===== config.mk =====
export PLATFORM = sky130hd
export DESIGN_NAME = sa_result_writer
export DESIGN_NICKNAME = d
export VERILOG_FILES = /design/src/rtl/sa_result_writer.sv
export SDC_FILE = /design/constraint.sdc
export NUM_CORES = 1
export LEC_CHECK = 0
export BUFFER_PORTS_ARGS = -buffer_cell sky130_fd_sc_hd__buf_2
export CORE_MARGIN = 2
export CORE_UTILIZATION = 43
export DETAILED_ROUTE_END_ITERATION = 7
export GPL_TIMING_DRIVEN = 0
export PLACE_DENSITY_LB_ADDON = 0.2
export SLEW_MARGIN = 10
export SYNTH_ARGS = -nofsm -noshare
export SYNTH_HDL_FRONTEND = slang
export SYNTH_SLANG_ARGS = --single-unit

===== constraint.sdc =====
create_clock -name clk -period 10.9 [get_ports clk]
set_clock_uncertainty 0.2 [all_clocks]
set_input_delay 1.09 -clock clk [delete_from_list [all_inputs] [get_ports clk]]
set_output_delay 1.09 -clock clk [all_outputs]
set_load 0.02 [all_outputs]

===== src/rtl/sa_result_writer.sv =====
// Write-back engine: buffers one N-lane result vector per handshake and writes it word by word
// into a scratchpad write port. Optional build macro: SA_WB_RELU_EN (clamp negative lanes to zero at capture).
module sa_result_writer #(
   parameter int N  = 4,
   parameter int AW = 6,
   parameter int DW = 32
) (
   input  logic          clk,
   input  logic          rst,
   input  logic          y_valid_i,
   output logic          y_ready_o,
   input  logic [DW-1:0] y_in [N],
   input  logic [AW-1:0] base_addr_i,
   output logic          spad_csb0,
   output logic          spad_web0,
   output logic [AW-1:0] spad_addr0,
   output logic [DW-1:0] spad_din0,
   output logic          busy_o,
   output logic          done_o
);

   localparam int IW = (N > 1) ? $clog2(N) : 1;
   localparam logic [IW-1:0] LAST = IW'(N - 1);

   typedef enum logic [1:0] {IDLE, WR, DONE} state_t;

   state_t          st;
   state_t          st_nxt;
   logic            pend_valid;
   logic [DW-1:0]   pend_data [N];
   logic [AW-1:0]   pend_base;
   logic [DW-1:0]   active [N];
   logic [AW-1:0]   active_base;
   logic [IW-1:0]   idx;
   logic [IW-1:0]   idx_nxt;
   logic            consume;
   logic            accept;

   function automatic logic [DW-1:0] relu(input logic [DW-1:0] w);
`ifdef SA_WB_RELU_EN
      return w[DW-1] ? '0 : w;
`else
      return w;
`endif
   endfunction

   // State register
   always_ff @(posedge clk or posedge rst) begin
      if (rst) st <= IDLE;
      else     st <= st_nxt;
   end

   // Next-state logic
   always_comb begin
      st_nxt = st;
      case (st)
         IDLE:    if (pend_valid) st_nxt = WR;
         WR:      if (idx == LAST) st_nxt = DONE;
         DONE:    st_nxt = pend_valid ? WR : IDLE;
         default: st_nxt = IDLE;
      endcase
   end

   // Output / handshake decode, all from registered state
   always_comb begin
      consume   = pend_valid && (st == IDLE || st == DONE);
      y_ready_o = !pend_valid || consume;
      accept    = y_valid_i && y_ready_o;
      busy_o    = pend_valid || (st != IDLE);
      done_o    = (st == DONE);
      idx_nxt   = idx + IW'(1);
   end

   // Port0 is fully registered so the first word is presented in the cycle the active slot loads.
   always_ff @(posedge clk or posedge rst) begin
      if (rst) begin
         pend_valid  <= 1'b0;
         pend_base   <= '0;
         active_base <= '0;
         idx         <= '0;
         spad_csb0   <= 1'b1;
         spad_web0   <= 1'b1;
         spad_addr0  <= '0;
         spad_din0   <= '0;
         for (int i = 0; i < N; i++) begin
            pend_data[i] <= '0;
            active[i]    <= '0;
         end
      end else begin
         if (accept) begin
            pend_valid <= 1'b1;
            pend_base  <= base_addr_i;
            for (int i = 0; i < N; i++) pend_data[i] <= relu(y_in[i]);
         end else if (consume) begin
            pend_valid <= 1'b0;
         end

         if (consume) begin
            active_base <= pend_base;
            for (int i = 0; i < N; i++) active[i] <= pend_data[i];
            idx        <= '0;
            spad_addr0 <= pend_base;
            spad_din0  <= pend_data[0];
         end else if (st == WR && idx != LAST) begin
            idx        <= idx_nxt;
            spad_addr0 <= active_base + AW'(idx_nxt);
            spad_din0  <= active[idx_nxt];
         end

         spad_csb0 <= (st_nxt != WR);
         spad_web0 <= (st_nxt != WR);
      end
   end

endmodule


# Word level (Yosys, flattened, before mapping)
# Index checks and enable logic that the tools add are counted.
[totals] regBits=312 input_bits=137 out_inout_bits=43
[classes] n_addsub=2 magnitude_cmp=1 eq_ne=5 muxes=15 n_bitwise=1 reduce_logical=11
[ops] op="$mux 32" count=4
[ops] op="$bmux 32 s2" count=1
[ops] op="$mux 6" count=2
[ops] op="$mux 2" count=4
[ops] op="$add 6x2->6" count=1
[ops] op="$pmux 2 s3" count=1
[ops] op="$reduce_bool 2->1" count=3
[ops] op="$eq 2x2->1 const B" count=2
[ops] op="$ge 3x3->1 const B" count=1
[ops] op="$logic_and 1x1->1" count=3
[ops] op="$logic_or 1x1->1" count=3
[ops] op="$mux 1" count=3
[ops] op="$not 2->3" count=1
[ops] op="$add 2x1->2 const B" count=1
[ops] op="$eq 2x1->1 const B" count=1
[ops] op="$logic_not 2->1" count=1
[ops] op="$ne 2x1->1 const B" count=1
[ops] op="$ne 2x2->1 const B" count=1
[ops] op="$logic_not 1->1" count=1

# Depth between registers and ports, before layout
# Gate-level depths: netlist (run 1).
[depth] word_depth=7 mapped_depth=9 depth_no_buf=7

# Worst setup path after synthesis (run 1)
# No wires, ideal clock.
[synth_timing] kind="input port to flip-flop" start="input port y_valid_i" end="register pend_data[46] in the netlist's numbering" setup_time_ns=0.125 arrival_time_ns=1.939 required_ns=10.575 path_slack_ns=8.637 cell_stages=5 cell_sequence="and2_1 > buf_2 > buf_6 > buf_6 > mux2_2"
[synth_between] elab_chain_len=1
[synth_rtl] element="from (decl)" line="10" text="input logic y_valid_i,"
[synth_rtl] element="$logic_and 1x1->1" line="68" text="accept = y_valid_i && y_ready_o;"
[synth_rtl] element="to (signal, indexed assignment)" line="86" text="pend_data[i] <= '0;"
[synth_rtl] element="to (decl)" line="30" text="logic [DW-1:0] pend_data [N];"
# Every way passes these cells.
# A chain may end at the register's enable or synchronous reset.

# Final worst setup path (run 1)
[layout_timing] start="register idx[0]" end="register spad_addr0[4]"
[layout_between] elab_chain_len=4 elab_cells_between_ends=7 cone_classes="add/sub: 2; eq/ne: 1; mux: 2; reduce/logical: 2"
[layout_rtl] element="from (decl)" line="34" text="logic [IW-1:0] idx;"
[layout_rtl] element="from (signal assigned)" line="105" text="idx <= idx_nxt;"
[layout_rtl] element="$add 2x1->2" line="71" text="idx_nxt = idx + IW'(1);"
[layout_rtl] element="$add 6x2->6" line="106" text="spad_addr0 <= active_base + AW'(idx_nxt);"
[layout_rtl] element="$mux 6" line="104" text="end else if (st == WR && idx != LAST) begin"
[layout_rtl] element="$mux 6" line="98" text="if (consume) begin"
[layout_rtl] element="to (signal assigned)" line="102" text="spad_addr0 <= pend_base;"
[layout_rtl] element="to (signal assigned)" line="106"
[layout_rtl] element="to (decl)" line="16" text="output logic [AW-1:0] spad_addr0,"
# Parallel ways exist; a longest one is shown, timed or not. The select of a mux whose other input is x is not followed.

==> results by group, run 1 <==
Status
  • Status: completed

Route
  • Antenna-violating nets left: 0
  • Final WL: 32000 um
  • DRC: 0
  • Via-per-instance ratio: 5.02
  • Routed len/inst: 18.6 um
  • Initial DRC count: 431
  • Total number of vias: 8637
  • Initial DRT Pass Iterations: 4

Global routing
  • Initial antenna violation count: 1
  • Total grt overflow: 0
  • Number of global-route vias before repair: 8825
  • First-pass GRT wire length: 50700 um
  • All-Layer GR Usage: 0.214
  • Pin count of the biggest net entering global routing: 119

Clocking
  • # hold bufs at CTS: 0
  • CTS Buffer Depth: 3
  • Cts bufs inserted: 35
  • Setup Fix Bufs, Post-CTS: 0
  • Root Driver: clkbuf_16
  • Post-CTS sizing: 0
  • Worst-skew pair later-pin latency: 510 ps
  • Htree depth: 2
  • CTS tree: built
  • Clock transition at the registers of the reported paths: 60 ps
  • CTS sink cnt: 312

Yosys
  • Asr flop ratio synth: 1.00
  • Mapped Cells: 1092
  • Sequential area share after synthesis: 0.616
  • Count leader, synth: nand2_1
  • Synth top area share: 0.614
  • Synth Register Bits: 312
  • Syn. warnings: 0
  • Synthesized area: 12700 um^2
  • Number of synthesized flops with an enable pin: 0
  • Syn Area/Cell: 11.6 um^2
  • Ranking of synthesized cells by area: dfrtp_1 61%, nand2_1 14%, mux2_2 11%, mux4_2 5.7%, nand3_1 1.3%
  • Cell taking the most area after synthesis: dfrtp_1
  • Post-synth top flop: dfrtp_1
  • Post-synth top cells: 457 x nand2_1, 311 x dfrtp_1, 129 x mux2_2
  • Syn Nets: 1233
  • Unique masters post-synth: 35

Die
  • Core ar.: 28900 um^2
  • Die area: 30900 um^2
  • Die Wd: 176 um
  • Initial Utilization: 0.439
  • Die height: 176 um
  • Top Ports: 180
  • Row count: 62

Critical path
  • Crit start category: register
  • Crit path max fanout: 10
  • Critical Path Most Common Cell: o21ai_0
  • Top Family by Delay on Critical Path: buffers and inverters
  • FF-to-FF End: spad_addr0[4]
  • Crit path required time: 11100 ps
  • WP buf/inv: 3
  • Worst reg2reg startpoint: idx[0]
  • Critical Path End Type: register
  • CP peak stage delay: 600 ps
  • Setup CP Type: reg2reg
  • Slowest CP cell: buf_1
  • CP cell instances: buf_2 -> buf_1 -> inv_1 -> ha_1 -> fa_1 -> nand3_1 -> o21ai_0 -> a21oi_1 -> o21ai_0
  • Cell count of the worst reg-to-reg path: 9
  • Reg2Reg Setup Slack: 8140 ps
  • CP arrival: 2960 ps

Timing
  • Max Clock Freq: 362 MHz
  • RSZ-0062 raised after global routing: no
  • Worst-Margin Slew: 748 ps
  • Max-Slew Margin vs Limit: 0.501
  • Setup violators final: 0
  • Worst Setup Slack, final: 8140 ps
  • Max-slew violation count: 0
  • Final worst path period share: 0.254
  • Tightest hold margin: 260 ps
  • Final hold vios: 0
  • Fin crit period: 2760 ps

Place
  • Post-placement cell area: 14100 um^2
  • Port Buffers: 179
  • GPL Wtd Cong: 0.817
  • Hpwl dp: 22500 um
  • Worst slack at placement: 8110 ps

Worst hold path
  • WHS Path Cells: 2
  • Hold Crit Start: pend_data[40]
  • HP Class: reg2reg
  • Hold path endpoint: active[40]

Cells and area
  • Final Net Count: 1452
  • Layout cell share with drive strength beyond 1: 0.322
  • Post-route cell area: 15300 um^2
  • Layout area overhead: 20.7%

Flow run
  • Max_cap viols: 0

Power
  • Leakage: 7.54 nW
  • VDD IR max: 149 uV
  • Final Power: 5.24 mW
  • Pwr/cell area: 343 nW/um^2
kinds of logic after synthesis:
logic type / synth area share
adders and majority gates: 0.00454
AOI/OAI and AO/OA: 0.0169
xor gates and xnor gates: 0.000691
muxes: 0.178
and+or+nand+nor: 0.156
buffers and inverters: 0.0276
DFF: 0.616
per-layer routing:
layer	track usage	wire length (um)	vias up
met5	0	0	-
met2	0.346	15000	212
met4	0.0561	675	0
li1	-	-	4061
met3	0.0348	1550	41
met1	0.302	14700	4323
worst max path at each step:
stage / from / to / slack, ps / depth (start not counted)
2_1_floorplan: rst / active[0] / 980 / 1
6_report: idx[0] / spad_addr0[4] / 8140 / 9
3_5_place_dp: idx[0] / spad_addr0[4] / 8110 / 9
4_1_cts: idx[0] / spad_addr0[4] / 8100 / 9
3_3_place_gp: rst / pend_data[91] / -2600 / 2
5_1_grt: idx[0] / spad_addr0[2] / 7900 / 9
through the flow:
stage,util,std cells,setup TNS [ps]
CTS,0.530,1721,0
detailed placement,0.490,1658,0
floorplan,-,1092,0
finish,0.530,1722,0
global placement,0.487,1655,-802810
global route,0.530,1722,0
power breakdown:
part           total [mW]  switching (mW)  leakage (nW)  internal [mW]
combinational        1.95            1.08          3.21          0.870
clock                1.18           0.467         0.569          0.712
sequential           2.11           0.351          3.76           1.76
total                5.24            1.90          7.54           3.34
cells in the final DEF (no fill, tap or decap), types with 18 or more instances in the layout:
master     instances
buf_2            204
clkbuf_1          43
mux4_2            32
nand2_1          457
nand3_1           32
dfrtp_1          311
clkbuf_16         36
a22oi_1           18
mux2_2           129
worst reg2reg max path, cell delays in order (launching register included):
cell and delay (ps):
dfrtp_1 350, buf_2 280, buf_1 600, inv_1 130, ha_1 250, fa_1 410
nand3_1 120, o21ai_0 80, a21oi_1 140, o21ai_0 100
sequential cells by signal, summed over array words and instances (netlist names):
register / cells
active: 128
active_base: 6
idx: 2
pend_base: 6
pend_data: 128
pend_valid: 1
spad_addr0: 6
spad_din0: 32
spad_web0: 1
st: 2
final cells by class:
class / count / area (um^2)
antenna: 1 / 2.50
buffer: 67 / 339
clock buffer: 55 / 1050
clock inverter: 8 / 105
fill: 2644 / 13600
inverter: 3 / 18.8
multi-input combinational: 710 / 4510
sequential: 312 / 7810
tap: 384 / 480
timing repair buffer: 182 / 978
(Power assumes the default switching activity.)
==> inputs of run 2 (changes only) <==
==> constraint.sdc (replaced) <==
create_clock -name clk -period 2.4 [get_ports clk]
set_clock_uncertainty 0.2 [all_clocks]
set_input_delay 0.24 -clock clk [delete_from_list [all_inputs] [get_ports clk]]
set_output_delay 0.24 -clock clk [all_outputs]
set_load 0.02 [all_outputs]
==> run 2 against run 1 <==
Net effect: wire length is 4.7% higher; sequential share of layout area is 4.7 points lower; clock power grew to 4.5 times the previous value; critical endpoint unchanged; largest cell class unchanged.
==> results by group, run 2 (same netlist as run 1, synthesis figures left out) <==
Status
  • Status: completed

Cells and area
  • Final cell count without fillers: 1861
  • Layout cell share with drive strength beyond 1: 0.298
  • Post-route cell area: 16800 um^2
  • Final Net Count: 1596
  • Layout area overhead: 32.8%
  • Fillers: 2442
  • Leading registers by flop count: active x128, pend_data x128, spad_din0 x32
  • Fin util: 0.583
  • N_diodes: 0
  • Most frequent cells in the layout: 457 x nand2_1, 311 x dfrtp_1, 199 x buf_2, 137 x dlygate4sd3_1, 129 x mux2_2
  • Most common cell after layout, fill and taps aside: nand2_1

Clocking
  • Setup Fix Bufs, Post-CTS: 0
  • Worst-skew pair later-pin latency: 510 ps
  • Cts bufs inserted: 35
  • Htree depth: 2
  • Clock transition at the registers of the reported paths: 60 ps
  • Root Driver: clkbuf_16
  • CTS sink cnt: 312
  • CTS tree: built
  • CTS Buffer Depth: 3

Route
  • Antenna-violating nets left: 0
  • Routed len/inst: 18.0 um
  • Via-per-instance ratio: 4.98
  • Final WL: 33500 um
  • Initial DRT Pass Iterations: 6
  • Initial DRC count: 566
  • Total number of vias: 9260
  • DRC: 0

Critical path
  • Crit start category: register
  • CP arrival: 2430 ps
  • Critical Path End Type: register
  • WP buf/inv: 3
  • Worst setup startpoint: idx[0]
  • Crit path required time: 2580 ps
  • CP cell instances: clkbuf_4 -> buf_6 -> inv_1 -> ha_1 -> fa_1 -> nand3_1 -> o21ai_0 -> a21oi_1 -> o21ai_0
  • Crit path max fanout: 10
  • Critical Path Most Common Cell: o21ai_0
  • Top Family by Delay on Critical Path: adder cells
  • Worst reg2reg startpoint: idx[0]
  • CP peak stage delay: 410 ps
  • Setup CP Type: reg2reg
  • Slowest CP cell: fa_1

Place
  • Dpl cells: 1665
  • GPL Wtd Cong: 0.809
  • Worst slack at placement: -370 ps
  • Hpwl dp: 22800 um
  • Post-placement cell area: 14300 um^2
  • Port Buffers: 179

Timing
  • Final worst path period share: 0.940
  • RSZ-0062 raised after global routing: no
  • Max Clock Freq: 443 MHz
  • Tightest hold margin: 255 ps
  • Worst Setup Slack, final: 143 ps
  • Max-Slew Margin vs Limit: 0.488
  • Final hold vios: 0
  • Setup violators final: 0
  • Max-slew violation count: 0
  • Fin crit period: 2260 ps
  • Worst-Margin Slew: 768 ps

Die
  • Initial Utilization: 0.439
  • Row count: 62
  • Die area: 30900 um^2
  • Die height: 176 um
  • Top Ports: 180
  • Core ar.: 28900 um^2
  • Die Wd: 176 um

Worst hold path
  • Hold Crit Start: pend_data[57]
  • HP Class: reg2reg

Power
  • Leakage: 8.19 nW
  • VDD IR max: 935 uV
  • Pwr/cell area: 1430 nW/um^2

Global routing
  • First-pass GRT wire length: 53800 um
  • Number of global-route vias before repair: 9642
  • All-Layer GR Usage: 0.226
  • Pin count of the biggest net entering global routing: 38
  • Total grt overflow: 0
  • Initial antenna violation count: 0

Flow run
  • Max_cap viols: 0
## run 2: metal layers
layer,share of wire,vias up,GRT usage
met1,0.44,4608,0.310
met5,0,-,0
li1,-,4353,-
met3,0.054,53,0.0426
met2,0.48,246,0.366
met4,0.028,0,0.0720
## run 2: area by class of cell
type | instances | area (um^2) | area share
sequential | 312 | 7810 | 0.464
multi-input combinational | 710 | 4510 | 0.268
timing repair buffer | 327 | 2500 | 0.149
clock buffer | 51 | 1030 | 0.0611
tap | 384 | 480 | 0.0285
buffer | 66 | 370 | 0.0220
clock inverter | 8 | 118 | 0.00699
inverter | 3 | 15.0 | 0.000892
## run 2: final timing paths
kind / endpoint / slack (ps) / cells past startpoint
min reg2reg: active[57] / 260 / 2
min in group asynchronous: pend_data[46] / 550 / 4
max: spad_addr0[4] / 140 / 9
min: active[57] / 260 / 2
max in group asynchronous: spad_din0[27] / 210 / 9
max reg2reg: spad_addr0[4] / 140 / 9
## run 2: power by group
| group | switching, mW | internal, mW | total (mW) |
|---|---|---|---|
| sequential | 1.58 | 7.97 | 9.55 |
| clock | 2.05 | 3.28 | 5.34 |
| combinational | 4.96 | 4.21 | 9.18 |
## run 2: timing repair
item,in CTS,in global routing
endpoints found under the setup margin,47,62
hold buffers,137,0
gates resized for setup,6,11
gates cloned,0,1
endpoints found under the hold margin,266,0
pin swaps,0,0
## run 2: stage by stage
step                      setup TNS, ps  power, mW
after CTS                             0       24.2
after detailed placement          -2480       18.6
after global placement         -1284210       18.3
final                                 0       24.1
after global routing                  0       25.8
after floorplan                 -683440       15.7
## run 2: worst register-to-register path: stages (launching register included)
cell	delay, ps
dfrtp_1	340
clkbuf_4	250
buf_6	210
inv_1	60
ha_1	210
fa_1	410
nand3_1	120
o21ai_0	80
a21oi_1	140
o21ai_0	100
==> inputs of run 3 (changes only) <==
--- a/config.mk
+++ b/config.mk
@@ -5,9 +5,10 @@
 export SDC_FILE = /design/constraint.sdc
 export NUM_CORES = 1
 export LEC_CHECK = 0
-export BUFFER_PORTS_ARGS = -buffer_cell sky130_fd_sc_hd__buf_2
+export BUFFER_PORTS_ARGS = -buffer_cell sky130_fd_sc_hd__clkbuf_2
 export CORE_MARGIN = 2
-export CORE_UTILIZATION = 43
+export CORE_UTILIZATION = 25
+export CTS_CLUSTER_SIZE = 16
 export DETAILED_ROUTE_END_ITERATION = 7
 export GPL_TIMING_DRIVEN = 0
 export PLACE_DENSITY_LB_ADDON = 0.2
==> run 3 against run 2 <==
Net effect: clock power is 6.7% higher; hold slack got worse by 95 ps; sequential cell count stayed put; critical path type unchanged; largest cell class unchanged; largest power group unchanged.
==> results by group, run 3 (same netlist as run 1, synthesis figures left out) <==
Status
  • Status: completed

Clocking
  • CTS sink cnt: 312
  • CTS Buffer Depth: 3
  • Htree depth: 2
  • Worst-skew pair later-pin latency: 550 ps
  • Setup Fix Bufs, Post-CTS: 0
  • Clock transition at the registers of the reported paths: 60 ps
  • Cts bufs inserted: 39
  • CTS tree: built
  • Root Driver: clkbuf_16

Critical path
  • Crit path max fanout: 10
  • Worst reg2reg startpoint: idx[1]
  • Setup CP Type: reg2reg
  • CP arrival: 2490 ps
  • Crit path required time: 2630 ps
  • Cell count of the worst reg-to-reg path: 6
  • FF-to-FF End: spad_din0[9]
  • Reg2Reg Setup Slack: 140 ps
  • Critical Path End Type: register
  • Worst setup startpoint: idx[1]
  • Crit start category: register

Power
  • Final Power: 24.7 mW
  • VDD IR max: 557 uV
  • Pwr/cell area: 1430 nW/um^2
  • Leakage: 8.27 nW

Cells and area
  • Most frequent cells in the layout: 457 x nand2_1, 311 x dfrtp_1, 188 x clkbuf_2, 136 x dlygate4sd3_1, 129 x mux2_2
  • Leading registers by flop count: active x128, pend_data x128, spad_din0 x32
  • Layout cell share with drive strength beyond 1: 0.304
  • Layout area overhead: 36.3%
  • Final cell count without fillers: 2157
  • Final Net Count: 1598
  • N_diodes: 0
  • Most common cell after layout, fill and taps aside: nand2_1

Timing
  • Fin Setup TNS: 0 ps
  • Fin crit period: 2260 ps
  • Final worst path period share: 0.942
  • Final hold vios: 0
  • Max-Slew Margin vs Limit: 0.483
  • Max Clock Freq: 442 MHz
  • Max-slew violation count: 0
  • Worst-Margin Slew: 776 ps
  • RSZ-0062 raised after global routing: yes
  • Setup violators final: 0

Die
  • Row count: 82
  • Die Wd: 229 um
  • Die height: 229 um
  • Core ar.: 50100 um^2
  • Die area: 52500 um^2
  • Initial Utilization: 0.253
  • Top Ports: 180

Route
  • M1 WL: 17100 um
  • Via-per-instance ratio: 4.25
  • Highest metal used: met4
  • Routed len/inst: 18.0 um
  • Met3 wire len: 1540 um
  • Met2 Routed Length: 19300 um
  • Antenna-violating nets left: 0
  • Final WL: 38800 um
  • Total number of vias: 9174
  • DRC: 0
  • Initial DRC count: 524
  • Initial DRT Pass Iterations: 4

Global routing
  • Initial antenna violation count: 0
  • All-Layer GR Usage: 0.153
  • First-pass GRT wire length: 60900 um
  • Number of global-route vias before repair: 9845
  • Pin count of the biggest net entering global routing: 37
  • Total grt overflow: 0

Flow run
  • Max_cap viols: 0

Worst hold path
  • HP Class: in2async

Place
  • GPL Wtd Cong: 0.748
  • Hpwl dp: 27800 um
  • Port Buffers: 179
  • Dpl cells: 1953
## run 3: per-layer routing
layer | global-route usage | up-vias
met3 | 0.0286 | 52
li1 | - | 4356
met1 | 0.199 | 4595
met2 | 0.259 | 171
met5 | 0 | -
met4 | 0.0438 | 0
## run 3: worst max-delay path by stage
stage / to
after floorplan: active[0]
after global placement: pend_data[123]
after detailed placement: spad_addr0[4]
after CTS: spad_din0[9]
after global routing: spad_addr0[2]
final: spad_din0[9]
## run 3: cell type report
cell class	count	area, um^2
inverter	3	15.0
buffer	66	378
timing repair buffer	325	2470
clock buffer	60	1160
tap	672	841
sequential	312	7810
fill	5165	32800
multi-input combinational	710	4510
clock inverter	9	87.6
## run 3: critical path, cell delays in order (launching register included)
cell	delay, ps
dfrtp_1	390
ha_1	380
clkbuf_4	270
buf_6	230
mux4_2	530
nand2_1	90
nand3_1	70
## run 3: power breakdown
part	internal [mW]	total (mW)	switching, mW
combinational	4.21	9.32	5.11
sequential	7.98	9.67	1.70
clock	3.42	5.70	2.28
## run 3: timing repair
| item | in CTS | in global routing |
|---|---|---|
| setup endpoints to repair | 120 | 35 |
| gates resized for setup | 12 | 10 |
| endpoints found under the hold margin | 159 | 0 |
| hold buffers | 136 | 0 |
## run 3: stage by stage
stage | area, um^2 | utilization | hold WS, ps | setup slack (ps)
2_1_floorplan | 12700 | - | 148 | -2190
3_3_place_gp | 14400 | 0.288 | 249 | -4420
3_5_place_dp | 14600 | 0.292 | 193 | -487
4_1_cts | 17300 | 0.345 | 148 | 0.570
5_1_grt | 17300 | 0.345 | 190 | -0.950
6_report | 17300 | 0.345 | 160 | 138
